`src/rtl/bus_arbiter_pkg.sv`:
```
// bus_arbiter_pkg: shared CPU bus types used by the two-port bus arbiter.
// Holds the arbiter FSM state encoding and the port identifiers.
package bus_arbiter_pkg;

    typedef enum logic [1:0] {
        IDLE    = 2'd0,
        GRANT_A = 2'd1,
        GRANT_B = 2'd2
    } arbiter_state_t;

    typedef enum logic {
        PORT_A = 1'b0,
        PORT_B = 1'b1
    } arbiter_port_t;

    localparam int BUS_WIDTH = 32;

endpackage

```
`src/rtl/bus_arbiter_watchdog.sv`:
```
// bus_arbiter_watchdog: counts grant cycles without bus ready and flags expiry
// in the cycle the count reaches TIMEOUT-1; TIMEOUT = 0 never expires.
module bus_arbiter_watchdog #(
    parameter int TIMEOUT = 1024
) (
    input  logic i_clock,
    input  logic i_reset,
    input  logic i_clear,
    input  logic i_count_en,
    output logic o_expired
);

    localparam logic        LP_ENABLED = (TIMEOUT > 0);
    localparam logic [31:0] LP_LAST    = (TIMEOUT > 0) ? 32'(TIMEOUT - 1) : 32'd0;

    logic [31:0] r_count;

    always_ff @(posedge i_clock or posedge i_reset) begin
        if (i_reset) begin
            r_count <= '0;
        end else if (i_clear) begin
            r_count <= '0;
        end else if (i_count_en) begin
            r_count <= r_count + 32'd1;
        end
    end

    // Expiry is only meaningful in a counting cycle, so a ready in that cycle wins.
    assign o_expired = LP_ENABLED && i_count_en && (r_count == LP_LAST);

endmodule

```
`src/rtl/bus_arbiter.sv`:
```
// bus_arbiter: shares one request/ready bus between CPU instruction (A) and data (B) ports.
// Define BUS_ARBITER_ROUND_ROBIN_EN for round-robin ties; otherwise port B always wins ties.
module bus_arbiter
    import bus_arbiter_pkg::*;
#(
    parameter int TIMEOUT = 1024
) (
    input  logic        i_clock,
    input  logic        i_reset,
    input  logic        i_pa_request,
    input  logic        i_pa_rw,
    input  logic [31:0] i_pa_address,
    input  logic [31:0] i_pa_wdata,
    output logic        o_pa_ready,
    output logic [31:0] o_pa_rdata,
    input  logic        i_pb_request,
    input  logic        i_pb_rw,
    input  logic [31:0] i_pb_address,
    input  logic [31:0] i_pb_wdata,
    output logic        o_pb_ready,
    output logic [31:0] o_pb_rdata,
    output logic        o_bus_request,
    output logic        o_bus_rw,
    output logic [31:0] o_bus_address,
    output logic [31:0] o_bus_wdata,
    input  logic        i_bus_ready,
    input  logic [31:0] i_bus_rdata,
    output logic        o_fault,
    output logic [31:0] o_contention
);

    arbiter_state_t r_state;
    arbiter_state_t w_next_state;
    arbiter_port_t  w_tie_winner;
    logic [31:0]    r_contention;
    logic           r_fault;
    logic           w_in_grant;
    logic           w_both_request;
    logic           w_expired;

    assign w_in_grant     = (r_state == GRANT_A) || (r_state == GRANT_B);
    assign w_both_request = i_pa_request && i_pb_request;

`ifdef BUS_ARBITER_ROUND_ROBIN_EN
    arbiter_port_t r_last_grant;

    assign w_tie_winner = (r_last_grant == PORT_A) ? PORT_B : PORT_A;

    always_ff @(posedge i_clock or posedge i_reset) begin
        if (i_reset) begin
            r_last_grant <= PORT_A;
        end else if (r_state == IDLE && w_next_state == GRANT_A) begin
            r_last_grant <= PORT_A;
        end else if (r_state == IDLE && w_next_state == GRANT_B) begin
            r_last_grant <= PORT_B;
        end
    end
`else
    assign w_tie_winner = PORT_B;
`endif

    bus_arbiter_watchdog #(
        .TIMEOUT(TIMEOUT)
    ) u_watchdog (
        .i_clock    (i_clock),
        .i_reset    (i_reset),
        .i_clear    (r_state == IDLE),
        .i_count_en (w_in_grant && !i_bus_ready),
        .o_expired  (w_expired)
    );

    always_ff @(posedge i_clock or posedge i_reset) begin
        if (i_reset) begin
            r_state      <= IDLE;
            r_contention <= '0;
            r_fault      <= 1'b0;
        end else begin
            r_state <= w_next_state;
            if (r_state == IDLE && w_both_request) begin
                r_contention <= r_contention + 32'd1;
            end
            if (w_expired) begin
                r_fault <= 1'b1;
            end
        end
    end

    // Requests are sampled only in IDLE, which guarantees the bubble cycle between grants.
    always_comb begin
        w_next_state = r_state;
        case (r_state)
            IDLE: begin
                if (w_both_request) begin
                    w_next_state = (w_tie_winner == PORT_A) ? GRANT_A : GRANT_B;
                end else if (i_pa_request) begin
                    w_next_state = GRANT_A;
                end else if (i_pb_request) begin
                    w_next_state = GRANT_B;
                end
            end
            GRANT_A, GRANT_B: begin
                if (i_bus_ready || w_expired) begin
                    w_next_state = IDLE;
                end
            end
            default: w_next_state = IDLE;
        endcase
    end

    always_comb begin
        o_bus_request = 1'b0;
        o_bus_rw      = 1'b0;
        o_bus_address = '0;
        o_bus_wdata   = '0;
        o_pa_ready    = 1'b0;
        o_pb_ready    = 1'b0;
        o_pa_rdata    = '0;
        o_pb_rdata    = '0;
        case (r_state)
            GRANT_A: begin
                o_bus_request = i_pa_request;
                o_bus_rw      = i_pa_rw;
                o_bus_address = i_pa_address;
                o_bus_wdata   = i_pa_wdata;
                o_pa_ready    = i_bus_ready || w_expired;
                if (i_bus_ready) begin
                    o_pa_rdata = i_bus_rdata;
                end
            end
            GRANT_B: begin
                o_bus_request = i_pb_request;
                o_bus_rw      = i_pb_rw;
                o_bus_address = i_pb_address;
                o_bus_wdata   = i_pb_wdata;
                o_pb_ready    = i_bus_ready || w_expired;
                if (i_bus_ready) begin
                    o_pb_rdata = i_bus_rdata;
                end
            end
            default: ;
        endcase
    end

    assign o_fault      = r_fault;
    assign o_contention = r_contention;

endmodule
```
`config.mk`:
```
export PLATFORM = sky130hd
export DESIGN_NAME = bus_arbiter
export DESIGN_NICKNAME = d
export VERILOG_FILES = /design/src/rtl/bus_arbiter_pkg.sv /design/src/rtl/bus_arbiter_watchdog.sv /design/src/rtl/bus_arbiter.sv
export SDC_FILE = /design/constraint.sdc
export NUM_CORES = 1
export LEC_CHECK = 0
export CORE_AREA = 2 2 129 131
export CTS_BUF_LIST = sky130_fd_sc_hd__clkbuf_16
export CTS_CLUSTER_DIAMETER = 100
export CTS_CLUSTER_SIZE = 8
export DETAILED_ROUTE_END_ITERATION = 7
export DIE_AREA = 0 0 131 133
export PLACE_DENSITY_LB_ADDON = 0.3
export SKIP_LAST_GASP = 1
export SLEW_MARGIN = 20
export SYNTH_ARGS = -nofsm -noshare
export SYNTH_HDL_FRONTEND = slang
export SYNTH_SLANG_ARGS = --single-unit
```
`constraint.sdc`:
```
create_clock -name i_clock -period 5.2 [get_ports i_clock]
set_clock_uncertainty 0.05 [all_clocks]
set_input_delay 0.52 -clock i_clock [delete_from_list [all_inputs] [get_ports i_clock]]
set_output_delay 0.52 -clock i_clock [all_outputs]
set_load 0.05 [all_outputs]
```
==> reports/qor.yml <==
r2r_slack_ps: 2070
path_clk_slew_ps: 60
antenna_found_initial: 2
min_path_cells: 1
nets: 1054
clock_latency_ps: 330
hp-start: "o_contention[31]"
die_y_um: 133
yosysSeqAreaShare_pct: 33.8
status: "finished clean"
post_synth_num_cell_types: 48
drt_iter0_markers: 405
async_reset_ff_share_pct: 100
relSlewSlack_pct: 32.9
r2r_cells: 7
synth_nets: 757
postCtsResizedCells: 0
cts.path.max_buffers: 2
critPathKind: "reg2out"
final_area_um2: 8750
start_kind: "register"
post-route-period-util_pct: 76.4
ys_seq_elements: 67
syn_avg_cell_area_um2: 8.48
drv_slew: 0
synth_edf_count: 0
synth_fa_ha_area_share_pct: 1.26
synth-compound-area-share_pct: 16.1
worstPathMaxFanout: 5
synthCells: 585
core_area_um2: 16200
max_cap_violations: 0
grt_pass1_vias: 5482
arrival_ps: 3410
drc: 0
max_freq_ghz: 0.252
r2r-start: "r_state[1]"
yosys.area_share.xor_xnor_pct: 7.41
wire_per_inst_um: 18.4
dp_hpwl_um: 15900
firstDrtPassIters: 5
numCtsBuffers: 9
grtUsageTotal_pct: 22.4
cts_setup_buffers: 0
setup_tns_ps: 0
clock_sinks: 67
yosysWarnings: 0
vias: 5829
io_buffers: 331
r2r_end: "u_watchdog.r_count[14]"
synth.most_common_cell: "and3_1"
routed_wl_um: 20400
synth_top_area_share_pct: 33.8
crit_required_ps: 4630
area_growth_pct: 76.3
critPathMaxStageDelay_ps: 820
drt.antenna.violating_nets: 0
path_cells: "ha_1, or4b_1, or4_4, nor3_1, a31o_2, clkdlybuf4s50_1"
cts_max_level: 3
utilization_pct: 54.1
hold_class: "reg2reg"
crit_path_end_kind: "output pin"
post_dp_cell_area_um2: 8410
drive_gt1_share_pct: 4.06
yosysTopAreaCell: "dfrtp_1"
synth.area.mux_share_pct: 0.656
worst_pin_slew_ps: 1010
leakage_nw: 3.42
syn-cell-area_um2: 4960
gp_congestion: 0.909
ys_top_cells_by_area: "dfrtp_1 34%, a22oi_1 10%, and3_1 8.8%"
grt_pass1_wl_um: 30300
peakVddDrop_uv: 295
viasPerCell: 5.26
setup_viol: 0
placementRows: 47
hold_viol_final: 0
slowest_stage: "clkdlybuf4s50_1"
hold_end: "o_contention[31]"
grt_max_degree: 101
grt.overflow.total: 0
cts_tree: "yes"
finalCriticalPeriod_ps: 3980
synth_top_family_by_area: "simple AND/OR/NAND/NOR gates"
cts-hold-fix-buffers: 0
chipWidth_um: 131
initial_utilization_pct: 30.7
cts_root_buf: "clkbuf_16"
path_delay_family: "simple AND/OR/NAND/NOR gates"
rsz0062_at_grt: "no"
ys_top_cells_by_count: "70 x and3_1, 68 x nor2b_1, 67 x dfrtp_1"
ys.flop_type: "dfrtp_1"
power.density_nw_per_um2: 461
critPathBufInv: 1
synth-simple-area-share_pct: 35.9
die-area_um2: 17400
ios: 332
[cell type report]
class                      instances  area (µm²)
fill                            1496        7420
inverter                          12        46.3
sequential                        67        1680
timing repair buffer             336        3350
antenna                            1        2.50
multi-input combinational        456        3070
clock buffer                       9         225
tap                              220         275
clock inverter                     7         106
[power breakdown]
part	internal (mW)	switching, mW	total (mW)
registers	0.554	0.0472	0.601
logic	0.980	1.78	2.76
clock network	0.428	0.247	0.675
[kinds of logic after synthesis]
family | count (synthesis)
buf+inv | 62
mux | 3
simple gates | 293
fa+ha+maj | 5
flops | 67
xor+xnor | 42
compound gates | 113
[per-stage QoR]
step / std cells / total power [mW] / hold slack, ps / setup slack, ps
after detailed placement: 1091 / 3.36 / 406 / 1610
after global routing: 1108 / 4.22 / 438 / 1120
after CTS: 1107 / 4.06 / 430 / 1240
after global placement: 1091 / 3.36 / 411 / 1670
final: 1108 / 4.03 / 428 / 1220
after floorplan: 585 / 2.46 / 468 / 2530
[sequential cells by signal, summed over array words and instances, names as in the netlist]
name / count
o_fault: 1
r_state: 2
o_contention: 32
u_watchdog.r_count: 32
[layer usage]
metal	GRT usage, %	wire length, µm	share of wire (%)	vias to the layer above
met1	27.8	8440	41	2711
met3	6.79	1820	8.9	29
met5	0	13	0.064	-
met2	37.9	9690	47	301
li1	-	-	-	2786
met4	5.38	448	2.2	2
[worst max path at each step]
stage                            from  depth (start not counted)  slack (ps)    endpoint
2_1_floorplan  u_watchdog.r_count[14]                          4        2530  o_pa_ready
3_3_place_gp   u_watchdog.r_count[15]                          5        1670  o_pb_ready
3_5_place_dp    u_watchdog.r_count[0]                          6        1610  o_pb_ready
4_1_cts         u_watchdog.r_count[0]                          6        1240  o_pb_ready
5_1_grt         u_watchdog.r_count[0]                          6        1120  o_pb_ready
6_report        u_watchdog.r_count[0]                          6        1220  o_pb_ready
[cell usage in the layout (no fill, tap or decap), drive strengths merged, types with 2 or more instances in the layout]
master	synthesis	routed
clkinv	0	3
and3	70	70
inv	12	14
or4b	2	2
nor2b	68	68
o41ai	2	2
clkbuf	45	9
a21oi	18	18
nand4	31	31
ha	5	5
o31ai	13	13
nor2	20	20
xnor2	29	29
nor3	6	6
a31o	2	2
xor2	13	13
nor4	13	13
clkdlybuf4s50	0	330
o21ai	5	5
or3	4	4
and4	7	7
nand2	15	15
and2	7	7
nand3	24	24
or4	20	20
dfrtp	67	67
a22oi	66	66
bufinv	0	2
mux2	2	2
buf	5	6
Power figures use the tool's default switching activity.
